==> src/rtl/fp32_addsub_seq_if.sv <==
// Handshake and operand/result bundle for the sequential fp32 add/sub unit.
// master drives operands and accepts results; slave is the arithmetic unit.
interface fp32_addsub_seq_if #(
  parameter int WIDTH = 32
);
  logic             in_valid_i;
  logic             in_ready_o;
  logic             op_i;
  logic [WIDTH-1:0] a_i;
  logic [WIDTH-1:0] b_i;
  logic             out_valid_o;
  logic             out_ready_i;
  logic [WIDTH-1:0] result_o;
  logic             overflow_o;
  logic             invalid_o;

  modport master (
    output in_valid_i, op_i, a_i, b_i, out_ready_i,
    input  in_ready_o, out_valid_o, result_o, overflow_o, invalid_o
  );

  modport slave (
    input  in_valid_i, op_i, a_i, b_i, out_ready_i,
    output in_ready_o, out_valid_o, result_o, overflow_o, invalid_o
  );
endinterface

==> src/rtl/fp32_addsub_seq.sv <==
// Multi-cycle fp32 adder/subtractor: one operation in flight, fixed 5-cycle latency,
// round-to-nearest-even, denormals flushed to zero on input and output.
module fp32_addsub_seq #(
  parameter int WIDTH    = 32,
  parameter int GRS_BITS = 3
) (
  input logic                clk_i,
  input logic                rst_ni,
  fp32_addsub_seq_if.slave   bus
);

  localparam int MW  = 24 + GRS_BITS;
  localparam int LZW = $clog2(MW + 1);

  typedef enum logic [2:0] {
    IDLE, UNPACK, ALIGN, ADD, NORM, ROUND, DONE
  } state_t;

  state_t state_reg, state_next;

  // Stage registers
  logic [WIDTH-1:0] a_reg, b_reg;
  logic             op_reg;
  logic             x_sign_reg, y_sign_reg;
  logic [7:0]       x_exp_reg, y_exp_reg;
  logic [23:0]      x_mant_reg, y_mant_reg;
  logic             spec_valid_reg, spec_invalid_reg;
  logic [WIDTH-1:0] spec_result_reg;
  logic [MW-1:0]    x_ext_reg, y_al_reg;
  logic [MW:0]      sum_reg;
  logic [MW-1:0]    norm_mant_reg;
  logic signed [9:0] norm_exp_reg;
  logic             norm_zero_reg, norm_sign_reg;
  logic [WIDTH-1:0] result_reg;
  logic             overflow_reg, invalid_reg;

  // ---------------- FSM ----------------
  always_ff @(posedge clk_i) begin
    if (!rst_ni) state_reg <= IDLE;
    else         state_reg <= state_next;
  end

  always_comb begin
    state_next = state_reg;
    case (state_reg)
      IDLE:    if (bus.in_valid_i) state_next = UNPACK;
      UNPACK:  state_next = ALIGN;
      ALIGN:   state_next = ADD;
      ADD:     state_next = NORM;
      NORM:    state_next = ROUND;
      ROUND:   state_next = DONE;
      DONE:    if (bus.out_ready_i) state_next = IDLE;
      default: state_next = IDLE;
    endcase
  end

  always_comb begin
    bus.in_ready_o  = (state_reg == IDLE);
    bus.out_valid_o = (state_reg == DONE);
  end

  assign bus.result_o   = result_reg;
  assign bus.overflow_o = overflow_reg;
  assign bus.invalid_o  = invalid_reg;

  // ---------------- UNPACK ----------------
  logic [7:0]  a_exp, b_exp;
  logic        a_sign, b_sign_eff;
  logic [30:0] a_mag, b_mag;
  logic        a_nan, b_nan, a_inf, b_inf, swap;
  logic        spec_valid_next, spec_invalid_next;
  logic [WIDTH-1:0] spec_result_next;

  always_comb begin
    a_exp      = a_reg[30:23];
    b_exp      = b_reg[30:23];
    a_sign     = a_reg[31];
    b_sign_eff = b_reg[31] ^ op_reg;
    a_mag      = (a_exp == 8'd0) ? 31'd0 : a_reg[30:0];
    b_mag      = (b_exp == 8'd0) ? 31'd0 : b_reg[30:0];
    a_nan      = (&a_exp) && (|a_reg[22:0]);
    b_nan      = (&b_exp) && (|b_reg[22:0]);
    a_inf      = (&a_exp) && !(|a_reg[22:0]);
    b_inf      = (&b_exp) && !(|b_reg[22:0]);
    swap       = (b_mag > a_mag);

    // Specials resolved up front; ROUND picks them over the arithmetic path.
    spec_valid_next   = 1'b1;
    spec_invalid_next = 1'b0;
    spec_result_next  = '0;
    if (a_nan || b_nan || (a_inf && b_inf && (a_sign != b_sign_eff))) begin
      spec_result_next  = 32'h7FC0_0000;
      spec_invalid_next = 1'b1;
    end else if (a_inf) begin
      spec_result_next = {a_sign, a_reg[30:0]};
    end else if (b_inf) begin
      spec_result_next = {b_sign_eff, b_reg[30:0]};
    end else if (a_mag == 31'd0 && b_mag == 31'd0) begin
      spec_result_next = {a_sign & b_sign_eff, 31'd0};
    end else if (b_mag == 31'd0) begin
      spec_result_next = {a_sign, a_mag};
    end else if (a_mag == 31'd0) begin
      spec_result_next = {b_sign_eff, b_mag};
    end else begin
      spec_valid_next = 1'b0;
    end
  end

  // ---------------- ALIGN ----------------
  logic [7:0]      shift_d;
  logic [MW-1:0]   y_ext;
  logic [2*MW-1:0] y_wide;
  logic [MW-1:0]   y_al_next;

  always_comb begin
    shift_d = x_exp_reg - y_exp_reg;
    y_ext   = {y_mant_reg, {GRS_BITS{1'b0}}};
    y_wide  = {y_ext, {MW{1'b0}}} >> shift_d;
    if (shift_d >= 8'(MW))
      y_al_next = {{(MW-1){1'b0}}, |y_mant_reg};
    else
      y_al_next = {y_wide[2*MW-1:MW+1], y_wide[MW] | (|y_wide[MW-1:0])};
  end

  // ---------------- ADD ----------------
  logic [MW:0] sum_next;

  always_comb begin
    if (x_sign_reg ^ y_sign_reg) sum_next = {1'b0, x_ext_reg} - {1'b0, y_al_reg};
    else                         sum_next = {1'b0, x_ext_reg} + {1'b0, y_al_reg};
  end

  // ---------------- NORM ----------------
  logic [LZW-1:0]    lzc;
  logic [MW-1:0]     norm_mant_next;
  logic signed [9:0] norm_exp_next;
  logic              norm_zero_next, norm_sign_next;

  always_comb begin
    lzc = LZW'(MW);
    for (int i = 0; i < MW; i++) begin
      if (sum_reg[i]) lzc = LZW'(MW - 1 - i);
    end

    norm_sign_next = x_sign_reg;
    norm_zero_next = 1'b0;
    if (sum_reg[MW]) begin
      norm_mant_next = {sum_reg[MW:2], sum_reg[1] | sum_reg[0]};
      norm_exp_next  = $signed({2'b00, x_exp_reg}) + 10'sd1;
    end else begin
      norm_mant_next = sum_reg[MW-1:0] << lzc;
      norm_exp_next  = $signed({2'b00, x_exp_reg}) - $signed({{(10-LZW){1'b0}}, lzc});
    end

    if (sum_reg == '0) begin
      norm_zero_next = 1'b1;
      norm_sign_next = 1'b0;
    end else if (norm_exp_next <= 10'sd0) begin
      norm_zero_next = 1'b1;
    end
  end

  // ---------------- ROUND ----------------
  logic [23:0]       kept;
  logic              guard, round_sticky, round_up;
  logic [24:0]       rounded;
  logic signed [9:0] exp_r;
  logic [22:0]       frac_r;
  logic [WIDTH-1:0]  result_next;
  logic              overflow_next, invalid_next;

  always_comb begin
    kept         = norm_mant_reg[MW-1:GRS_BITS];
    guard        = norm_mant_reg[GRS_BITS-1];
    round_sticky = |norm_mant_reg[GRS_BITS-2:0];
    round_up     = guard && (round_sticky || kept[0]);
    rounded      = {1'b0, kept} + {24'd0, round_up};
    exp_r        = norm_exp_reg + (rounded[24] ? 10'sd1 : 10'sd0);
    frac_r       = rounded[24] ? 23'd0 : rounded[22:0];

    overflow_next = 1'b0;
    invalid_next  = 1'b0;
    if (spec_valid_reg) begin
      result_next  = spec_result_reg;
      invalid_next = spec_invalid_reg;
    end else if (norm_zero_reg) begin
      result_next = {norm_sign_reg, 31'd0};
    end else if (exp_r >= 10'sd255) begin
      result_next   = {norm_sign_reg, 31'h7F80_0000};
      overflow_next = 1'b1;
    end else begin
      result_next = {norm_sign_reg, exp_r[7:0], frac_r};
    end
  end

  // Pipeline-stage datapath; contents only matter while the FSM walks the stages.
  always_ff @(posedge clk_i) begin
    case (state_reg)
      IDLE: begin
        if (bus.in_valid_i) begin
          a_reg  <= bus.a_i;
          b_reg  <= bus.b_i;
          op_reg <= bus.op_i;
        end
      end
      UNPACK: begin
        x_sign_reg       <= swap ? b_sign_eff : a_sign;
        y_sign_reg       <= swap ? a_sign : b_sign_eff;
        x_exp_reg        <= swap ? b_mag[30:23] : a_mag[30:23];
        y_exp_reg        <= swap ? a_mag[30:23] : b_mag[30:23];
        x_mant_reg       <= swap ? {|b_mag, b_mag[22:0]} : {|a_mag, a_mag[22:0]};
        y_mant_reg       <= swap ? {|a_mag, a_mag[22:0]} : {|b_mag, b_mag[22:0]};
        spec_valid_reg   <= spec_valid_next;
        spec_invalid_reg <= spec_invalid_next;
        spec_result_reg  <= spec_result_next;
      end
      ALIGN: begin
        x_ext_reg <= {x_mant_reg, {GRS_BITS{1'b0}}};
        y_al_reg  <= y_al_next;
      end
      ADD: sum_reg <= sum_next;
      NORM: begin
        norm_mant_reg <= norm_mant_next;
        norm_exp_reg  <= norm_exp_next;
        norm_zero_reg <= norm_zero_next;
        norm_sign_reg <= norm_sign_next;
      end
      default: ;
    endcase
  end

  always_ff @(posedge clk_i) begin
    if (!rst_ni) begin
      result_reg   <= '0;
      overflow_reg <= 1'b0;
      invalid_reg  <= 1'b0;
    end else if (state_reg == ROUND) begin
      result_reg   <= result_next;
      overflow_reg <= overflow_next;
      invalid_reg  <= invalid_next;
    end
  end

endmodule

==> src/flat_wrapper.sv <==
// flat-port wrapper written by rule: the top's interface ports become plain ports
module fp32_addsub_seq_flat 
#(
  parameter int WIDTH    = 32,
  parameter int GRS_BITS = 3
)
  (clk_i, rst_ni, bus_in_valid_i, bus_op_i, bus_a_i, bus_b_i, bus_out_ready_i, bus_in_ready_o, bus_out_valid_o, bus_result_o, bus_overflow_o, bus_invalid_o);
  fp32_addsub_seq_if #(.WIDTH(WIDTH)) bus_i ();
  input logic clk_i;
  input logic rst_ni;
  input wire logic [$bits(bus_i.in_valid_i)-1:0] bus_in_valid_i;
  input wire logic [$bits(bus_i.op_i)-1:0] bus_op_i;
  input wire logic [$bits(bus_i.a_i)-1:0] bus_a_i;
  input wire logic [$bits(bus_i.b_i)-1:0] bus_b_i;
  input wire logic [$bits(bus_i.out_ready_i)-1:0] bus_out_ready_i;
  output wire logic [$bits(bus_i.in_ready_o)-1:0] bus_in_ready_o;
  output wire logic [$bits(bus_i.out_valid_o)-1:0] bus_out_valid_o;
  output wire logic [$bits(bus_i.result_o)-1:0] bus_result_o;
  output wire logic [$bits(bus_i.overflow_o)-1:0] bus_overflow_o;
  output wire logic [$bits(bus_i.invalid_o)-1:0] bus_invalid_o;
  assign bus_i.in_valid_i = bus_in_valid_i;
  assign bus_i.op_i = bus_op_i;
  assign bus_i.a_i = bus_a_i;
  assign bus_i.b_i = bus_b_i;
  assign bus_i.out_ready_i = bus_out_ready_i;
  assign bus_in_ready_o = bus_i.in_ready_o;
  assign bus_out_valid_o = bus_i.out_valid_o;
  assign bus_result_o = bus_i.result_o;
  assign bus_overflow_o = bus_i.overflow_o;
  assign bus_invalid_o = bus_i.invalid_o;
  fp32_addsub_seq #(.WIDTH(WIDTH), .GRS_BITS(GRS_BITS)) u_core (.clk_i(clk_i), .rst_ni(rst_ni), .bus(bus_i));
endmodule
==> config.mk <==
export PLATFORM = sky130hd
export DESIGN_NAME = fp32_addsub_seq_flat
export DESIGN_NICKNAME = d
export VERILOG_FILES = /design/src/rtl/fp32_addsub_seq_if.sv /design/src/rtl/fp32_addsub_seq.sv /design/src/flat_wrapper.sv
export SDC_FILE = /design/constraint.sdc
export NUM_CORES = 1
export LEC_CHECK = 0
export BUFFER_PORTS_ARGS = -buffer_cell sky130_fd_sc_hd__buf_4
export CORE_UTILIZATION = 40
export DETAILED_ROUTE_END_ITERATION = 10
export GPL_TIMING_DRIVEN = 0
export PLACE_DENSITY_LB_ADDON = 0.15
export SYNTH_ARGS = -nofsm -noshare
export SYNTH_HDL_FRONTEND = slang
export SYNTH_SLANG_ARGS = --single-unit
==> constraint.sdc <==
create_clock -name clk_i -period 16.2 [get_ports clk_i]
set_clock_uncertainty 0.15 [all_clocks]
set_input_delay 0 -clock clk_i [delete_from_list [all_inputs] [get_ports clk_i]]
set_output_delay 0 -clock clk_i [all_outputs]
set_load 0.02 [all_outputs]
Word-level counts from Yosys, hierarchy flattened
Index checks and enable logic that the tools add are counted.
{"block": "word_totals", "reg_bits": 320, "word_cells": 142}
{"block": "classes", "n_addsub": 7, "order_cmp": 4, "eq_ne": 9, "shifts": 2, "n_mux": 59, "bitwise": 5, "n_reduce_logical": 31}
{"cell": "2-to-1 mux 32 bit", "count": 6}
{"cell": "2-to-1 mux 31 bit", "count": 4}
{"cell": "2-to-1 mux 5 bit", "count": 16}
{"cell": "logical NOT 31 bit", "count": 2}
{"cell": "OR reduction 31 bit", "count": 2}
{"cell": ">> shifter 54 x 8 -> 54 bit", "count": 1}
{"cell": "2-to-1 mux 24 bit", "count": 2}
{"cell": "OR reduction 23 bit", "count": 2}
{"cell": "2-to-1 mux 4 bit", "count": 8}
{"cell": "greater-than comparator 31 bit", "count": 1}
{"cell": "adder 27 x 27 -> 28 bit", "count": 1}
{"cell": "logical NOT 28 bit", "count": 1}
{"cell": "2-to-1 mux 28 bit", "count": 1}
{"cell": "subtractor 27 x 27 -> 28 bit", "count": 1}
{"cell": "OR reduction 27 bit", "count": 1}
{"cell": "left shift 27 x 5 -> 27 bit", "count": 1}
{"cell": "2-to-1 mux 26 bit", "count": 1}
{"cell": "adder 24 x 1 -> 25 bit", "count": 1}
{"cell": "OR reduction 24 bit", "count": 1}
{"cell": "2-to-1 mux 23 bit", "count": 1}
{"cell": "case mux 3 bit (7 select lines)", "count": 1}
{"cell": "logical NOT 8 bit", "count": 2}
{"cell": "2-to-1 mux 8 bit", "count": 2}
{"cell": "AND reduction 8 bit", "count": 2}
{"cell": "other kinds (26)", "count": 56}

Depth between registers and ports, before layout
Gate-level depths: netlist of run 1.
{"block": "logic_depth", "ltp_word": 31, "mapped_depth": 20, "mapped_depth_nobuf": 16}

Least setup slack after synthesis of run 1
No wires, ideal clock.
{"block": "synth_path", "path_kind": "register -> register", "start": "register u_core.state_reg[0]", "end": "register u_core.spec_invalid_reg, enable pin", "setup_ns": 0.570, "arrival_time_ns": 5.176, "required_time_ns": 15.480, "slack_ns": 10.304, "stages_incl_launch_ff": 4, "cell_sequence": "dfxtp_1 > clkbuf_1 > nor2b_1 > nor2b_1"}
{"block": "synth_via", "elab_chain_len": 1}
{"element": "from (decl)", "line_no": "fp32_addsub_seq.sv:19", "text": "state_t state_reg, state_next;"}
{"element": "from (signal assigned)", "line_no": "fp32_addsub_seq.sv:40", "text": "else state_reg <= state_next;"}
{"element": "== test 3 x 1 -> 1 bit", "line_no": "fp32_addsub_seq.sv:198", "text": "case (state_reg)"}
{"element": "to (signal assigned)", "line_no": "fp32_addsub_seq.sv:214", "text": "spec_invalid_reg <= spec_invalid_next;"}
{"element": "to (decl)", "line_no": "fp32_addsub_seq.sv:27", "text": "logic spec_valid_reg, spec_invalid_reg;"}
Every way passes these cells.
A chain may end at the register's enable or synchronous reset.

Worst setup path after layout of run 1
{"block": "layout_path", "start": "register u_core.b_reg[27]", "end": "register u_core.y_mant_reg[23] (data pin)"}
{"block": "layout_via", "elab_chain_len": 4}
{"element": "from (decl)", "line_no": "fp32_addsub_seq.sv:22", "text": "logic [WIDTH-1:0] a_reg, b_reg;"}
{"element": "from (signal assigned)", "line_no": "fp32_addsub_seq.sv:202", "text": "b_reg <= bus.b_i;"}
{"element": "logical NOT 8 bit", "line_no": "fp32_addsub_seq.sv:80", "text": "b_mag = (b_exp == 8'd0) ? 31'd0 : b_reg[30:0];"}
{"element": "2-to-1 mux 31 bit (*)", "line_no": "fp32_addsub_seq.sv:80"}
{"element": "greater-than comparator 31 bit / OR reduction 31 bit (equally long branches)", "line_no": "fp32_addsub_seq.sv:85, fp32_addsub_seq.sv:212"}
{"element": "2-to-1 mux 24 bit (*)", "line_no": "fp32_addsub_seq.sv:212", "text": "y_mant_reg <= swap ? {|a_mag, a_mag[22:0]} : {|b_mag, b_mag[22:0]};"}
{"element": "to (signal assigned)", "line_no": "fp32_addsub_seq.sv:212"}
{"element": "to (decl)", "line_no": "fp32_addsub_seq.sv:26", "text": "logic [23:0] x_mant_reg, y_mant_reg;"}
Every way passes the cells marked *; elsewhere a longest branch is shown, timed or not.

==> results of run 1 <==
==> critical path, delay by kind of cell (launching register included) <==
family	cells	cell delay, ps
and+or+nand+nor	8	2800
buffers and inverters	7	2490
adders and majority gates	1	330
DFF	1	360
==> through the flow <==
step	cell area (um2)	setup WS [ps]
6_report	26700	9830
5_1_grt	26700	9720
4_1_cts	26700	10080
3_5_place_dp	24200	10100
3_3_place_gp	24100	8540
2_1_floorplan	22300	10300
==> cell usage in the layout (no fill, tap or decap), types with 30 or more instances in the layout <==
cell type / count
clkbuf_1: 158
a21o_1: 31
nor3_1: 92
dlygate4sd3_1: 122
a21oi_1: 130
ha_1: 98
o211ai_1: 34
a221oi_1: 56
mux2i_1: 43
nor2_1: 177
nor4_1: 114
xor2_1: 31
edfxtp_1: 283
dfxtp_1: 37
inv_1: 110
clkbuf_16: 39
a31oi_1: 34
and3_1: 30
o21ai_0: 109
buf_4: 105
nor3b_1: 40
xnor2_1: 37
nand2_1: 192
nand3_1: 81
==> area by class of cell <==
type	count	share of cell area, %
Sequential cell	320	34.5
Multi-Input combinational cell	1775	44.7
Timing Repair Buffer	236	8.02
Clock inverter	24	1.09
Buffer	189	2.81
Clock buffer	43	3.71
Inverter	112	1.58
Tap cell	748	3.50
==> cells by family after synthesis <==
kind of cell	count (synthesis)
simple gates	914
xor+xnor	68
fa+ha+maj	101
flops	320
compound gates	619
buf+inv	301
mux	73
==> layer usage <==
metal | vias up | part of all wire [%]
met5 | - | 0.016
met4 | 2 | 4.6
met3 | 227 | 6.2
met2 | 1029 | 47
met1 | 10300 | 42
li1 | 9770 | -
==> worst max-delay path by stage <==
| stage | start | to | slack (ps) | cells past startpoint |
|---|---|---|---|---|
| after floorplan | u_core.state_reg[0]$_SDFFE_PN0P_ | u_core.spec_invalid_reg$_DFFE_PP_ | 10300 | 3 |
| after global placement | u_core.state_reg[0]$_SDFFE_PN0P_ | u_core.x_mant_reg[3]$_DFFE_PP_ | 8540 | 3 |
| after CTS | u_core.b_reg[27]$_DFFE_PP_ | u_core.y_mant_reg[23]$_DFFE_PP_ | 10080 | 16 |
| final | u_core.b_reg[27]$_DFFE_PP_ | u_core.y_mant_reg[23]$_DFFE_PP_ | 9830 | 16 |
| after detailed placement | u_core.b_reg[27]$_DFFE_PP_ | u_core.y_mant_reg[23]$_DFFE_PP_ | 10100 | 16 |
| after global routing | u_core.b_reg[27]$_DFFE_PP_ | u_core.x_mant_reg[5]$_DFFE_PP_ | 9720 | 16 |
==> power groups by stage <==
| stage | Clock [uW] | Combinational (uW) | Sequential [uW] |
|---|---|---|---|
| after floorplan | 0 | 496 | 1020 |
| after global placement | 0 | 708 | 1040 |
| after detailed placement | 0 | 718 | 1030 |
| after CTS | 905 | 745 | 1010 |
| after global routing | 936 | 817 | 1020 |
| final | 889 | 762 | 1010 |
==> what timing repair did <==
action,CTS,global route
resized for setup,0,0
hold buffers,121,1
hold endpoints to repair,92,1
setup buffers,0,0
==> flow_summary.ini, run 1 <==
[global_route]
grtUsageMet3_pct = 3.32
antenna_found_initial = 1
grt_max_degree = 36
use_met1_pct = 37.0
met2_usage_pct = 47.7
grtUsageTotal_pct = 28.5
grt-busiest-layer = met2
grt_pass1_vias = 20400
overflow = 0
grt_pass1_wl_um = 124000

[routing]
drt_pass1_iterations = 7
wl_per_cell_um = 24.0
drtIter0Drc = 2502
num_vias = 21400
antenna_left = 0
viasPerCell = 6.20
drcViolationCount = 0
drt-total-wl_um = 82600

[synth]
yosys-top-cells-area = edfxtp_1 (38%), ha_1 (5.5%), dfxtp_1 (3.3%)
ys_types = 94
synth-simple-area-share_pct = 21.4
synth_top_family_by_area = simple AND/OR/NAND/NOR gates
synth_edf_count = 283
synthXorXnorAreaFrac_pct = 2.66
async_reset_ff_share_pct = 0
synth_top_area_share_pct = 38.0
synthMuxAreaShare_pct = 4.37
ys_top_cells_by_count = edfxtp_1 (283), nand2_1 (192), nor2_1 (177)
synth_seq_area_share_pct = 41.3
syn_nets = 2566
synth-seq-cells = 320
synth_cells = 2396
avgSynthCellArea_um2 = 9.33
synth_ff_type = edfxtp_1
synth_compound_area_share_pct = 19.2
netlist_area_um2 = 22300
synth_fa_ha_area_share_pct = 5.76
yosys.area.top_type = edfxtp_1
post-synth-top-count-cell = edfxtp_1
ys_warn_count = 0

[cells_and_area]
post-route-util_pct = 48.4
drive_gt1_share_pct = 10.2
fillers = 5114
antenna_cells = 0
regArea_um2 = 9240
final_nets = 2842
multi_input_area_um2 = 12000
finalNonFillerCells = 3447
area_growth_pct = 19.7

[floorplanning]
die_h_um = 238
die_w_um = 238
die_area_um2 = 56800
core_um2 = 55200
rows = 86
start_util_pct = 40.5
ios = 105

[power_and_ir_drop]
leakage_uw = 0.00997
switching_share_pct = 32.6
power_frac_comb_pct = 28.6
clkPwrFrac_pct = 33.4
switching_power_uw = 869
p_seq_share_pct = 38.0
power_uw = 2670
powerDensity_nw_per_um2 = 99.7
ir_worst_vdd_uv = 80.8
intPower_uw = 1800

[critical_path]
crit_type = reg2reg
slowest_delay_ps = 560
crit_chain = clkbuf_1 > nor4_1 > nand2_1 > clkbuf_1 > nand2_1 > inv_1 > ha_1 > nand4_1 > or4_1 > clkbuf_1 > nor2_1 > clkbuf_1 > buf_2 > clkbuf_1 > nor4_1 > nor3_1
crit_path_start_kind = flop
arrival_ps = 6570
reg2reg_from = u_core.b_reg[27]$_DFFE_PP_
critical_path.endpoint_type = flop
rrSetupSlack_ps = 9830
slowest_stage = nor4_1
reg2reg_depth = 16
crit_path_frequent_cell = clkbuf_1
crit_required_ps = 16400
timing.rr.end = u_core.y_mant_reg[23]$_DFFE_PP_
crit_fanout = 10

[timing]
slew_headroom_pct = 24.9
tns_ps = 0
setup_viol = 0
fmax_ghz = 0.157
worst_slew_pin_slew_ps = 1130
min_period_ps = 6370
hold_viol = 0
drv_slew = 0
finalCritPeriodShare_pct = 39.3
rsz0062_at_grt = false
holdWs_ps = 14.0

[clock_network]
clk_pin_slew_ps = 60
root_buffer = clkbuf_16
htree_levels = 2
insertion_delay_ps = 560
cts_buffers = 38
tritoncts = done
cts_buffer_depth = 3
cts.sinks = 320

[min_path]
holdCritPathClass = in2reg
hp-start = bus_b_i[0]
whs_path_depth = 2
whs_endpoint = u_core.b_reg[0]$_DFFE_PP_

[placed_design]
placed_cells = 3258
dp_hpwl_um = 62700
port-buffer-count = 103
place_congestion = 1.01

[run]
maxCapViolCount = 0

[run_status]
status = finished, final reports clean
(Power assumes the default switching activity.)
==> run 2: changes to the inputs <==
==> constraint.sdc (replaced) <==
create_clock -name clk_i -period 6.3 [get_ports clk_i]
set_clock_uncertainty 0.15 [all_clocks]
set_input_delay 0 -clock clk_i [delete_from_list [all_inputs] [get_ports clk_i]]
set_output_delay 0 -clock clk_i [all_outputs]
set_load 0.02 [all_outputs]
==> run 2 against run 1 <==
Net effect:
- die area unchanged
- routed wire length increased by 0.11%
- first-iteration DRC count increased by 1.5%
- via count increased by 0.41%
- non-clock buffer count unchanged
- sequential power increased to 2.6 times the previous value
- sequential share of layout area about the same
- combinational power increased to 2.6 times the previous value
- fmax increased by 4.4%
- sequential cell count unchanged
- largest power group unchanged
==> flow_summary.ini, run 2 (synthesized netlist as in run 1, its figures left out) <==
[run_status]
status = finished, final reports clean

[floorplanning]
start_util_pct = 40.5
die_w_um = 238
die_h_um = 238
ios = 105
rows = 86
core_um2 = 55200
die_area_um2 = 56800

[routing]
antenna_left = 0
drt_pass1_iterations = 6
drtIter0Drc = 2540
num_vias = 21500
drcViolationCount = 0
wl_per_cell_um = 24.0
drt-total-wl_um = 82700
viasPerCell = 6.22

[critical_path]
arrival_ps = 6260
rrSetupSlack_ps = 190
crit_path_start_kind = flop
critical_path.endpoint_type = flop
crit_required_ps = 6450
reg2reg_depth = 15
crit_fanout = 10
crit_type = reg2reg

[cells_and_area]
drive_gt1_share_pct = 10.3
final_cell_mix = edfxtp_1 (283), nand2_1 (192), nor2_1 (177), clkbuf_1 (156), a21oi_1 (130)
layout_commonest_cell = edfxtp_1
area_growth_pct = 19.7
finalNonFillerCells = 3447
final_area_um2 = 26800
antenna_cells = 0
final_nets = 2842

[timing]
hold_viol = 0
worst_slew_pin_slew_ps = 1000
setup_viol = 0
fin_ws_ps = 194
fmax_ghz = 0.164
rsz0062_at_grt = false
min_period_ps = 6110
slew_headroom_pct = 32.8
holdWs_ps = 13.3
finalCritPeriodShare_pct = 96.9
drv_slew = 0

[placed_design]
post-place-ws_ps = 204
dp_hpwl_um = 62700
place_congestion = 1.01
dpl_cell_area_um2 = 24200
port-buffer-count = 103
placed_cells = 3258

[power_and_ir_drop]
powerDensity_nw_per_um2 = 256
power_uw = 6860
leakage_uw = 0.00998
ir_worst_vdd_uv = 208

[global_route]
grt_max_degree = 36
grtUsageTotal_pct = 28.5
overflow = 0
antenna_found_initial = 1
grt_pass1_vias = 20400
grt_pass1_wl_um = 124000

[clock_network]
clk_pin_slew_ps = 60
htree_levels = 2
cts_buffer_depth = 3
postCtsSetupBuffers = 0
cts_buffers = 38
root_buffer = clkbuf_16
cts.sinks = 320
tritoncts = done
insertion_delay_ps = 560

[min_path]
whs_path_depth = 2
holdCritPathClass = in2reg

[run]
maxCapViolCount = 0
[run 2: cell counts in the layout (fill, tap and decap cells not counted)]
Identical to the previous run, type by type.
[run 2: metrics by stage]
| step | setup TNS [ps] | utilization [%] |
|---|---|---|
| 2_1_floorplan | 0 | - |
| 3_3_place_gp | -158840 | 43.6 |
| 3_5_place_dp | 0 | 43.9 |
| 4_1_cts | 0 | 48.4 |
| 5_1_grt | 0 | 48.5 |
| 6_report | 0 | 48.5 |
[run 2: critical path: stages (launching register included)]
cell and delay [ps]:
edfxtp_1 360, clkbuf_1 270, nor4_1 570, nand2_1 360
clkbuf_1 350, nand2_1 400, inv_1 170, ha_1 340
nand4_1 140, or4_1 550, clkbuf_1 330, nor2_1 370
clkbuf_1 490, nor2_1 80, a221oi_1 440, or3b_2 480
[run 2: what timing repair did]
| item | in CTS | in global routing |
|---|---|---|
| gates resized for setup | 0 | 5 |
| hold buffers | 121 | 1 |
| endpoints found under the setup margin | 0 | 34 |
| endpoints found under the hold margin | 92 | 1 |
[run 2: cell type report]
type                    count  area [um2]
fillers                  5112       28400
multi-input cells        1775       12000
flip-flops and latches    320        9240
repair buffers            236        2140
clock buffers              43         991
well taps                 748         936
plain buffers             189         754
inverters                 112         423
clock inverters            24         292
[run 2: worst paths after layout]
path / startpoint / to
worst min-delay path: bus_b_i[0] / u_core.b_reg[0]$_DFFE_PP_
worst min register to register: u_core.x_mant_reg[12]$_DFFE_PP_ / u_core.x_ext_reg[15]$_DFFE_PP_
worst max-delay path: u_core.b_reg[27]$_DFFE_PP_ / u_core.y_mant_reg[19]$_DFFE_PP_
worst max register to register: u_core.b_reg[27]$_DFFE_PP_ / u_core.y_mant_reg[19]$_DFFE_PP_
[run 2: routing by layer]
metal | part of all wire (%) | GRT usage (%) | vias up
li1 | - | - | 9769
met1 | 42 | 37.0 | 10400
met2 | 47 | 47.7 | 1002
met3 | 6.0 | 3.32 | 244
met4 | 4.8 | 12.5 | 2
met5 | 0.016 | 0 | -
[run 2: report_power, final]
part / internal [uW] / switching [uW] / leakage (uW)
sequential: 2510 / 101 / 0.00294
clock: 1380 / 906 / 0.000622
combinational: 731 / 1230 / 0.00642
==> run 3: changes to the inputs <==
--- a/config.mk
+++ b/config.mk
@@ -6,6 +6,8 @@
 export NUM_CORES = 1
 export LEC_CHECK = 0
 export BUFFER_PORTS_ARGS = -buffer_cell sky130_fd_sc_hd__buf_4
+export CELL_PAD_IN_SITES_DETAIL_PLACEMENT = 1
+export CELL_PAD_IN_SITES_GLOBAL_PLACEMENT = 2
 export CORE_UTILIZATION = 40
 export DETAILED_ROUTE_END_ITERATION = 10
 export GPL_TIMING_DRIVEN = 0
==> run 3 against run 2 <==
Net effect:
- final area is 0.43% higher
- routed wire length is 12% higher
- hold slack worse by 11 ps
- final cell count is 0.41% higher
- die area stayed put
- critical path depth is 1 lower
- largest cell class unchanged
- largest power group unchanged
==> flow_summary.ini, run 3 (synthesized netlist as in run 1, its figures left out) <==
[power_and_ir_drop]
ir_worst_vdd_uv = 212
intPower_uw = 4600
p_seq_share_pct = 37.5
power_frac_comb_pct = 29.1
switching_power_uw = 2370
leakage_uw = 0.0100
switching_share_pct = 34.0
clkPwrFrac_pct = 33.4
powerDensity_nw_per_um2 = 259

[clock_network]
cts_buffer_depth = 3
htree_levels = 2
clk_pin_slew_ps = 70
tritoncts = done
cts_buffers = 39
insertion_delay_ps = 580
root_buffer = clkbuf_16
cts.sinks = 320

[global_route]
grt_max_degree = 47
grt_pass1_vias = 22100
grtUsageTotal_pct = 32.2
grt_pass1_wl_um = 139000
overflow = 0
antenna_found_initial = 0

[placed_design]
placed_cells = 3259
place_congestion = 0.950
port-buffer-count = 103
dp_hpwl_um = 68400

[floorplanning]
die_h_um = 238
core_um2 = 55200
start_util_pct = 40.5
die_area_um2 = 56800
rows = 86
ios = 105
die_w_um = 238

[timing]
drv_slew = 0
finalCritPeriodShare_pct = 98.8
slew_headroom_pct = 10.9
worst_slew_pin_slew_ps = 1330
fmax_ghz = 0.161
min_period_ps = 6220
setup_viol = 0
hold_viol = 0
rsz0062_at_grt = true
tns_ps = 0

[cells_and_area]
post-route-util_pct = 48.7
area_growth_pct = 20.2
final_cell_mix = edfxtp_1 (283), nand2_1 (192), nor2_1 (177), clkbuf_1 (159)
fillers = 6283
finalNonFillerCells = 3461
drive_gt1_share_pct = 10.2
layout_commonest_cell = edfxtp_1
final_nets = 2852

[critical_path]
crit_required_ps = 6400
crit_fanout = 10
crit_type = reg2reg
critical_path.endpoint_type = flop
crit_path_start_kind = flop
arrival_ps = 6320

[routing]
drcViolationCount = 0
num_vias = 21700
viasPerCell = 6.27
wl_per_cell_um = 26.8
antenna_left = 0
drtIter0Drc = 1690
drt-total-wl_um = 92600
drt_pass1_iterations = 5

[min_path]
holdCritPathClass = in2reg

[run]
maxCapViolCount = 0

[run_status]
status = finished, final reports clean
-- run 3: changes by cell type in the layout (fill, tap and decap cells not counted), sizes merged --
cell	previous run	this run
bufinv	6	5
clkbuf	197	200
clkinv	14	15
diode	0	2
dlygate4sd3	122	130
inv	113	114
-- run 3: worst max-delay path: stages, from the launching register on --
cell      delay, ps
edfxtp_1        420
clkbuf_1        270
nor4_1          490
nand2_1         340
clkbuf_1        330
nand2_1         400
inv_1           190
ha_1            340
nand4_1         220
nor3_1         1030
clkbuf_1        450
clkbuf_1        500
nor4_1          100
a221oi_1        340
o221ai_1        290
-- run 3: cell type report --
| type | count | area, um2 | share of cell area, % |
|---|---|---|---|
| Multi-Input combinational cell | 1775 | 12000 | 44.6 |
| Sequential cell | 320 | 9240 | 34.4 |
| Tap cell | 748 | 936 | 3.48 |
| Buffer | 189 | 754 | 2.81 |
| Inverter | 112 | 423 | 1.57 |
| Clock buffer | 45 | 998 | 3.72 |
| Antenna cell | 2 | 5.00 | 0.0186 |
| Clock inverter | 25 | 303 | 1.13 |
| Timing Repair Buffer | 245 | 2240 | 8.32 |
-- run 3: routing by layer --
layer | part of all wire [%] | global-route usage (%) | vias to the layer above
met2 | 47 | 53.8 | 746
li1 | - | - | 9773
met3 | 5.0 | 3.18 | 186
met1 | 43 | 42.5 | 11000
met5 | 0 | 0 | -
met4 | 4.4 | 13.7 | 0
-- run 3: power groups by stage --
stage	clock network (uW)	registers, uW	logic, uW
finish	2320	2610	2030
global route	2430	2620	2180
CTS	2340	2600	1990
detailed placement	0	2650	1910
global placement	0	2660	1860
floorplan	0	2620	1270
-- run 3: stage by stage --
| step | area (um2) | setup slack, ps | total power [uW] | hold WS, ps |
|---|---|---|---|---|
| 2_1_floorplan | 22300 | 404 | 3890 | -51.1 |
| 3_3_place_gp | 24100 | -1210 | 4520 | 27.9 |
| 3_5_place_dp | 24200 | 4.51 | 4560 | 29.3 |
| 4_1_cts | 26900 | 178 | 6930 | 0.678 |
| 5_1_grt | 26900 | -79.3 | 7230 | 8.01 |
| 6_report | 26900 | 75.3 | 6970 | 2.64 |
-- run 3: final timing paths --
path,end,startpoint,cells past startpoint,slack (ps)
worst max-delay path,u_core.x_mant_reg[16]$_DFFE_PP_,u_core.b_reg[28]$_DFFE_PP_,14,80
worst min-delay path,u_core.a_reg[17]$_DFFE_PP_,bus_a_i[17],2,3
worst max register to register,u_core.x_mant_reg[16]$_DFFE_PP_,u_core.b_reg[28]$_DFFE_PP_,14,80
worst min register to register,u_core.x_ext_reg[4]$_DFFE_PP_,u_core.x_mant_reg[1]$_DFFE_PP_,0,260
-- run 3: timing repair --
item / CTS / global route
setup buffers: 0 / 0
pin swaps: 0 / 0
endpoints found under the hold margin: 114 / 0
setup endpoints to repair: 2 / 22
gates resized for setup: 1 / 4
gates cloned: 0 / 0
hold buffers: 130 / 0
